===== src/rtl/uart_fifo_echo.sv =====
// UART echo transceiver: synchronised RX deserialiser -> circular FIFO -> TX serialiser.
// Frame format, parity, stop bits and FIFO depth are parameters; error flags are sticky.
module uart_fifo_echo #(
  parameter int unsigned CLK_PER_BIT = 435,
  parameter int unsigned DATA_BITS   = 8,
  parameter int unsigned PARITY      = 0,
  parameter int unsigned STOP_BITS   = 1,
  parameter int unsigned FIFO_DEPTH  = 16
) (
  input  logic                        clk_i,
  input  logic                        rst_ni,
  input  logic                        rx_i,
  output logic                        tx_o,
  input  logic                        block_i,
  input  logic                        err_clr_i,
  output logic [DATA_BITS-1:0]        last_data_o,
  output logic [$clog2(FIFO_DEPTH):0] fifo_count_o,
  output logic                        parity_err_o,
  output logic                        frame_err_o,
  output logic                        overflow_o
);

  localparam int unsigned AW = $clog2(FIFO_DEPTH);
  localparam int unsigned CW = $clog2(CLK_PER_BIT * STOP_BITS);

  localparam logic [CW-1:0] HalfLast = CW'(CLK_PER_BIT / 2 - 1);
  localparam logic [CW-1:0] BitLast  = CW'(CLK_PER_BIT - 1);
  localparam logic [CW-1:0] StopLast = CW'(CLK_PER_BIT * STOP_BITS - 1);
  localparam logic [CW-1:0] CntOne   = CW'(1);
  localparam logic [2:0]    IdxLast  = 3'(DATA_BITS - 1);
  localparam logic [AW:0]   CountMax = (AW + 1)'(FIFO_DEPTH);
  localparam logic [AW:0]   CountOne = (AW + 1)'(1);
  localparam logic [AW-1:0] PtrOne   = AW'(1);

  typedef enum logic [2:0] {RxIdle, RxStart, RxData, RxParity, RxStop} rx_state_e;
  typedef enum logic [2:0] {TxIdle, TxStart, TxData, TxParity, TxStop} tx_state_e;

  // Input synchroniser
  logic rx_meta_q, rx_sync_q;

  always_ff @(posedge clk_i) begin
    if (!rst_ni) begin
      rx_meta_q <= 1'b1;
      rx_sync_q <= 1'b1;
    end else begin
      rx_meta_q <= rx_i;
      rx_sync_q <= rx_meta_q;
    end
  end

  // RX FSM
  rx_state_e            rx_state_q, rx_state_d;
  logic [CW-1:0]        rx_cnt_q, rx_cnt_d;
  logic [2:0]           rx_idx_q, rx_idx_d;
  logic [DATA_BITS-1:0] rx_shift_q, rx_shift_d;
  logic                 rx_par_q, rx_par_d;
  logic                 frame_done;

  always_comb begin
    rx_state_d = rx_state_q;
    rx_cnt_d   = rx_cnt_q;
    rx_idx_d   = rx_idx_q;
    rx_shift_d = rx_shift_q;
    rx_par_d   = rx_par_q;
    frame_done = 1'b0;
    unique case (rx_state_q)
      RxIdle: begin
        rx_cnt_d = '0;
        if (!rx_sync_q) rx_state_d = RxStart;
      end
      RxStart: begin
        if (rx_cnt_q == HalfLast) begin
          rx_cnt_d   = '0;
          rx_idx_d   = '0;
          rx_state_d = rx_sync_q ? RxIdle : RxData;
        end else begin
          rx_cnt_d = rx_cnt_q + CntOne;
        end
      end
      RxData: begin
        if (rx_cnt_q == BitLast) begin
          rx_cnt_d   = '0;
          rx_shift_d = {rx_sync_q, rx_shift_q[DATA_BITS-1:1]};
          if (rx_idx_q == IdxLast) begin
            rx_state_d = (PARITY != 0) ? RxParity : RxStop;
          end else begin
            rx_idx_d = rx_idx_q + 3'd1;
          end
        end else begin
          rx_cnt_d = rx_cnt_q + CntOne;
        end
      end
      RxParity: begin
        if (rx_cnt_q == BitLast) begin
          rx_cnt_d   = '0;
          rx_par_d   = rx_sync_q;
          rx_state_d = RxStop;
        end else begin
          rx_cnt_d = rx_cnt_q + CntOne;
        end
      end
      RxStop: begin
        if (rx_cnt_q == BitLast) begin
          rx_cnt_d   = '0;
          frame_done = 1'b1;
          rx_state_d = RxIdle;
        end else begin
          rx_cnt_d = rx_cnt_q + CntOne;
        end
      end
      default: rx_state_d = RxIdle;
    endcase
  end

  always_ff @(posedge clk_i) begin
    if (!rst_ni) begin
      rx_state_q <= RxIdle;
      rx_cnt_q   <= '0;
      rx_idx_q   <= '0;
      rx_shift_q <= '0;
      rx_par_q   <= 1'b0;
    end else begin
      rx_state_q <= rx_state_d;
      rx_cnt_q   <= rx_cnt_d;
      rx_idx_q   <= rx_idx_d;
      rx_shift_q <= rx_shift_d;
      rx_par_q   <= rx_par_d;
    end
  end

  // Frame verdict on the stop-sample cycle
  logic stop_bad, par_bad, good, push, pop, empty, full, ovf_set;

  assign stop_bad = frame_done && !rx_sync_q;
  assign par_bad  = frame_done && (PARITY != 0) &&
                    (((^rx_shift_q) ^ rx_par_q) != (PARITY == 1));
  assign good     = frame_done && !stop_bad && !par_bad;

  // FIFO
  logic [DATA_BITS-1:0] mem_q [FIFO_DEPTH];
  logic [AW-1:0]        wr_ptr_q, rd_ptr_q;
  logic [AW:0]          count_q, count_d;
  logic [DATA_BITS-1:0] last_q;

  assign empty   = (count_q == '0);
  assign full    = (count_q == CountMax);
  // A pop in the same cycle frees the slot, so a full FIFO can still accept.
  assign push    = good && (!full || pop);
  assign ovf_set = good && full && !pop;

  always_comb begin
    count_d = count_q;
    if (push && !pop)      count_d = count_q + CountOne;
    else if (pop && !push) count_d = count_q - CountOne;
  end

  always_ff @(posedge clk_i) begin
    if (push) mem_q[wr_ptr_q] <= rx_shift_q;
  end

  always_ff @(posedge clk_i) begin
    if (!rst_ni) begin
      wr_ptr_q <= '0;
      rd_ptr_q <= '0;
      count_q  <= '0;
      last_q   <= '0;
    end else begin
      count_q <= count_d;
      if (push) begin
        wr_ptr_q <= wr_ptr_q + PtrOne;
        last_q   <= rx_shift_q;
      end
      if (pop) rd_ptr_q <= rd_ptr_q + PtrOne;
    end
  end

  // TX FSM
  tx_state_e            tx_state_q, tx_state_d;
  logic [CW-1:0]        tx_cnt_q, tx_cnt_d;
  logic [2:0]           tx_idx_q, tx_idx_d;
  logic [DATA_BITS-1:0] tx_shift_q, tx_shift_d, head;
  logic                 tx_par_q, tx_par_d;
  logic                 tx_q, tx_d;

  assign head = mem_q[rd_ptr_q];
  assign pop  = (tx_state_q == TxIdle) && !empty && !block_i;

  always_comb begin
    tx_state_d = tx_state_q;
    tx_cnt_d   = tx_cnt_q;
    tx_idx_d   = tx_idx_q;
    tx_shift_d = tx_shift_q;
    tx_par_d   = tx_par_q;
    tx_d       = tx_q;
    unique case (tx_state_q)
      TxIdle: begin
        tx_cnt_d = '0;
        tx_d     = 1'b1;
        if (pop) begin
          tx_shift_d = head;
          tx_par_d   = (PARITY == 1) ? ~(^head) : (^head);
          tx_state_d = TxStart;
          tx_d       = 1'b0;
        end
      end
      TxStart: begin
        if (tx_cnt_q == BitLast) begin
          tx_cnt_d   = '0;
          tx_idx_d   = '0;
          tx_state_d = TxData;
          tx_d       = tx_shift_q[0];
        end else begin
          tx_cnt_d = tx_cnt_q + CntOne;
        end
      end
      TxData: begin
        if (tx_cnt_q == BitLast) begin
          tx_cnt_d = '0;
          if (tx_idx_q == IdxLast) begin
            if (PARITY != 0) begin
              tx_state_d = TxParity;
              tx_d       = tx_par_q;
            end else begin
              tx_state_d = TxStop;
              tx_d       = 1'b1;
            end
          end else begin
            tx_idx_d   = tx_idx_q + 3'd1;
            tx_shift_d = tx_shift_q >> 1;
            tx_d       = tx_shift_q[1];
          end
        end else begin
          tx_cnt_d = tx_cnt_q + CntOne;
        end
      end
      TxParity: begin
        if (tx_cnt_q == BitLast) begin
          tx_cnt_d   = '0;
          tx_state_d = TxStop;
          tx_d       = 1'b1;
        end else begin
          tx_cnt_d = tx_cnt_q + CntOne;
        end
      end
      TxStop: begin
        if (tx_cnt_q == StopLast) begin
          tx_cnt_d   = '0;
          tx_state_d = TxIdle;
        end else begin
          tx_cnt_d = tx_cnt_q + CntOne;
        end
      end
      default: begin
        tx_state_d = TxIdle;
        tx_d       = 1'b1;
      end
    endcase
  end

  always_ff @(posedge clk_i) begin
    if (!rst_ni) begin
      tx_state_q <= TxIdle;
      tx_cnt_q   <= '0;
      tx_idx_q   <= '0;
      tx_shift_q <= '0;
      tx_par_q   <= 1'b0;
      tx_q       <= 1'b1;
    end else begin
      tx_state_q <= tx_state_d;
      tx_cnt_q   <= tx_cnt_d;
      tx_idx_q   <= tx_idx_d;
      tx_shift_q <= tx_shift_d;
      tx_par_q   <= tx_par_d;
      tx_q       <= tx_d;
    end
  end

  // Sticky flags: a set in the same cycle wins over err_clr
  logic perr_q, perr_d, ferr_q, ferr_d, ovf_q, ovf_d;

  always_comb begin
    perr_d = par_bad  ? 1'b1 : (err_clr_i ? 1'b0 : perr_q);
    ferr_d = stop_bad ? 1'b1 : (err_clr_i ? 1'b0 : ferr_q);
    ovf_d  = ovf_set  ? 1'b1 : (err_clr_i ? 1'b0 : ovf_q);
  end

  always_ff @(posedge clk_i) begin
    if (!rst_ni) begin
      perr_q <= 1'b0;
      ferr_q <= 1'b0;
      ovf_q  <= 1'b0;
    end else begin
      perr_q <= perr_d;
      ferr_q <= ferr_d;
      ovf_q  <= ovf_d;
    end
  end

  assign tx_o         = tx_q;
  assign last_data_o  = last_q;
  assign fifo_count_o = count_q;
  assign parity_err_o = perr_q;
  assign frame_err_o  = ferr_q;
  assign overflow_o   = ovf_q;

endmodule

===== config.mk =====
export PLATFORM = sky130hd
export DESIGN_NAME = uart_fifo_echo
export DESIGN_NICKNAME = d
export VERILOG_FILES = /design/src/rtl/uart_fifo_echo.sv
export SDC_FILE = /design/constraint.sdc
export NUM_CORES = 1
export LEC_CHECK = 0
export CAP_MARGIN = 20
export CORE_MARGIN = 2
export CORE_UTILIZATION = 55
export DETAILED_ROUTE_END_ITERATION = 8
export PLACE_DENSITY_LB_ADDON = 0.05
export SYNTH_ARGS = -nofsm -noshare
export SYNTH_HDL_FRONTEND = slang
export SYNTH_SLANG_ARGS = --single-unit

===== constraint.sdc =====
create_clock -name clk_i -period 3.65 [get_ports clk_i]
set_clock_uncertainty 0.2 [all_clocks]
set_input_delay 0.9125 -clock clk_i [delete_from_list [all_inputs] [get_ports clk_i]]
set_output_delay 0.9125 -clock clk_i [all_outputs]
set_load 0.01 [all_outputs]

==> metrics <==
CP startpoint kind primary input; worst-path cell chain clkdlybuf4s50_1 -> nor4_1 -> or3b_1 -> and2_1 -> ha_1 -> inv_1 -> ha_1 -> a21o_1 -> a21oi_1 -> xnor2_1 -> or3_1 -> a21boi_0; Boundary Pins 22; Root Driver clkbuf_16; Post-CTS Hold Buffers 0; vias per cell 5.796; Critical Path Max Stage Delay 0.49 ns; register area share after synthesis 62.27%; global route overflow 0; Worst EP required 3.87 ns; I/O Buffers 20; Hold Violations, Final 0; Tot Pwr 4768 uW; post-CTS setup buffer count 0; dpl hpwl 11020 um; post-DR wirelength/cell 18.92 um; core area 15260 um^2; Synth async-reset ratio 0%; mapped cell area 8616 um^2; final WL 17260 um; status complete, no violations; setup total negative slack 0 ns; Crit. End Element register; die width 129.2 um; slowest cell on the critical path clkdlybuf4s50_1; CP Class primary input to register; Top cell by count, worst path ha_1; crit path from block_i; vias in the first global route 5218; Worst-Margin Slew 0.8919 ns; Mapped Nets 670; met2 Use GR 35.60%; routing usage on met1 30.56%; global-route wire length before repair 27790 um; GRT Max-Usage Layer met2; final net count 709; Synth Area per Inst 13.34 um^2; initial antenna violation count 0; Unique masters post-synth 64; RSZ-0062 raised after global routing false; Cells after Synth 646; most common cell after layout, fill and taps aside edfxtp_1; initial core utilization 56.47%; total track usage 21.53%; end of the critical path fifo_count_o[4]; Synth Flop Type edfxtp_1; Pre-antenna DRT Iters 5; cts bufs inserted 22; min Tclk post-route 3.354 ns; Pwr Density 480.9 nW/um^2; clk_lat worst skew 0.50 ns; Layout area overhead 15.07%; Die Y 129.2 um; worst r2r dst fifo_count_o[4]; GPL Wtd Cong 0.8306; largest net degree at the start of global routing 43; total clock sinks 204; Yosys reg bits 204; Routed Antenna Nets 0; number of synthesized flops with an enable pin 128; fmax 298.2 MHz; DIE AREA 16680 um^2; worst-path fanout max 3; yosys warns 0; row count 45; Hold WC Path Type register to register; cell count of the worst reg-to-reg path 11; Worst R2R Setup Slack 0.36 ns; register clock-pin slew on the reported worst setup and hold paths 0.06 ns; DRC Markers 0; crit share post-route 91.89%; share of post-route cells with drive strength above 1 16.55%; Peak VDD IR 386.5 uV; Max Cap Viol 0; final setup fails 0; most frequent cells in the layout edfxtp_1, dfxtp_1, nor2_1; CTS resizes 0; max_slew headroom 40.46%; met3 usage 3.509%; htree depth 1; worst r2r src fifo_count_o[0]; leakage power 0.003383 uW; Ant. Diodes 0; Slew Limit Fails 0; crit path DAT 3.57 ns; via count 5286; Max Root-Sink Buffers 3; CTS tree built; initial DRC count 386
## power breakdown
part           internal (uW)  switching (uW)
clock                   1430             871
sequential              2420            3.37
combinational           15.0            22.5
## cell usage after synthesis, drive strengths merged, types with 3 or more instances
| cell type | count | area, um^2 |
|---|---|---|
| a21boi | 11 | 82.58 |
| a21oi | 32 | 160.2 |
| a22oi | 8 | 60.06 |
| a2bb2oi | 6 | 52.55 |
| a31o | 6 | 52.55 |
| a31oi | 4 | 25.02 |
| and2 | 7 | 43.79 |
| and3 | 8 | 50.05 |
| buf | 15 | 77.57 |
| clkbuf | 18 | 67.56 |
| dfxtp | 76 | 1521 |
| edfxtp | 128 | 3844 |
| ha | 18 | 225.2 |
| inv | 12 | 45.04 |
| mux2 | 8 | 90.09 |
| mux2i | 22 | 220.2 |
| mux4 | 26 | 585.6 |
| nand2 | 48 | 180.2 |
| nand2b | 6 | 37.54 |
| nand3 | 10 | 50.05 |
| nand4 | 4 | 31.28 |
| nand4b | 4 | 35.03 |
| nor2 | 55 | 206.5 |
| nor2b | 17 | 106.4 |
| nor3 | 8 | 40.04 |
| nor3b | 3 | 27.52 |
| nor4 | 3 | 25.02 |
| o211ai | 10 | 80.07 |
| o21a | 4 | 30.03 |
| o21ai | 14 | 73.82 |
| o221a | 3 | 33.78 |
| o22ai | 3 | 18.77 |
| or3 | 5 | 31.28 |
| or3b | 5 | 43.80 |
| xnor2 | 8 | 70.07 |
| xor2 | 5 | 43.79 |
## worst min-delay path by stage
stage,start,end,slack [ns],depth (start not counted)
2_1_floorplan,rx_meta_q,rx_sync_q,0.19,1
3_3_place_gp,rx_meta_q,rx_sync_q,0.19,1
3_5_place_dp,rx_meta_q,rx_sync_q,0.21,1
4_1_cts,rx_meta_q,rx_sync_q,0.23,1
5_1_grt,rx_meta_q,rx_sync_q,0.24,1
6_report,rx_meta_q,rx_sync_q,0.23,1
## critical path: cells and delay by family
kind	cells	cell delay [ns]
compound gates	3	0.52
xor+xnor	1	0.09
fa+ha+maj	2	0.47
buf+inv	2	0.61
simple gates	4	0.98
## registers in the layout (all words and copies together), names as in the netlist, 3 cells and up, named ones only
| name | flops |
|---|---|
| tx_state_q | 3 |
| rx_cnt_q | 9 |
| tx_cnt_q | 9 |
| mem_q | 128 |
| rx_state_q | 3 |
| rx_idx_q | 3 |
| rd_ptr_q | 4 |
| tx_idx_q | 3 |
| rx_shift_q | 8 |
| last_data_o | 8 |
| wr_ptr_q | 4 |
| tx_shift_q | 8 |
| fifo_count_o | 5 |
## area by class of cell
cell class                 instances  area [um^2]
clock buffer                      31        635.6
tap                              211        264.0
fill                            1127         5344
multi-input combinational        397         3060
timing repair buffer              48        410.4
clock inverter                     9        133.9
inverter                          12        45.04
sequential                       204         5365
## cells by family (layout without fill, tap and decap cells)
logic type	Yosys count	after routing	share of synthesized area [%]
DFF	204	204	62.27
and+or+nand+nor	196	196	11.88
AOI/OAI and AO/OA	112	112	9.033
muxes	56	56	10.40
buffers and inverters	45	100	2.207
adders and majority gates	19	19	2.846
xor gates and xnor gates	13	13	1.322
other	1	1	0.04352
## through the flow
step           hold slack [ns]  setup slack, ns  area, um^2  utilization [%]  cells
2_1_floorplan           0.1863           0.1804        8616                -    646
3_3_place_gp            0.1892         -0.07027        9145            59.93    872
3_5_place_dp            0.2095          -0.2079        9145            59.93    872
4_1_cts                 0.2312           0.3170        9915            64.98    912
5_1_grt                 0.2434          0.09957        9915            64.98    912
6_report                0.2274           0.2961        9915            64.98    912
## per-layer routing
layer  wire length (um)  share of wire [%]
met5                  0                  0
met4                182                1.1
met3                772                4.5
met2               8275                 48
met1               8025                 47
(Power assumes the default switching activity.)
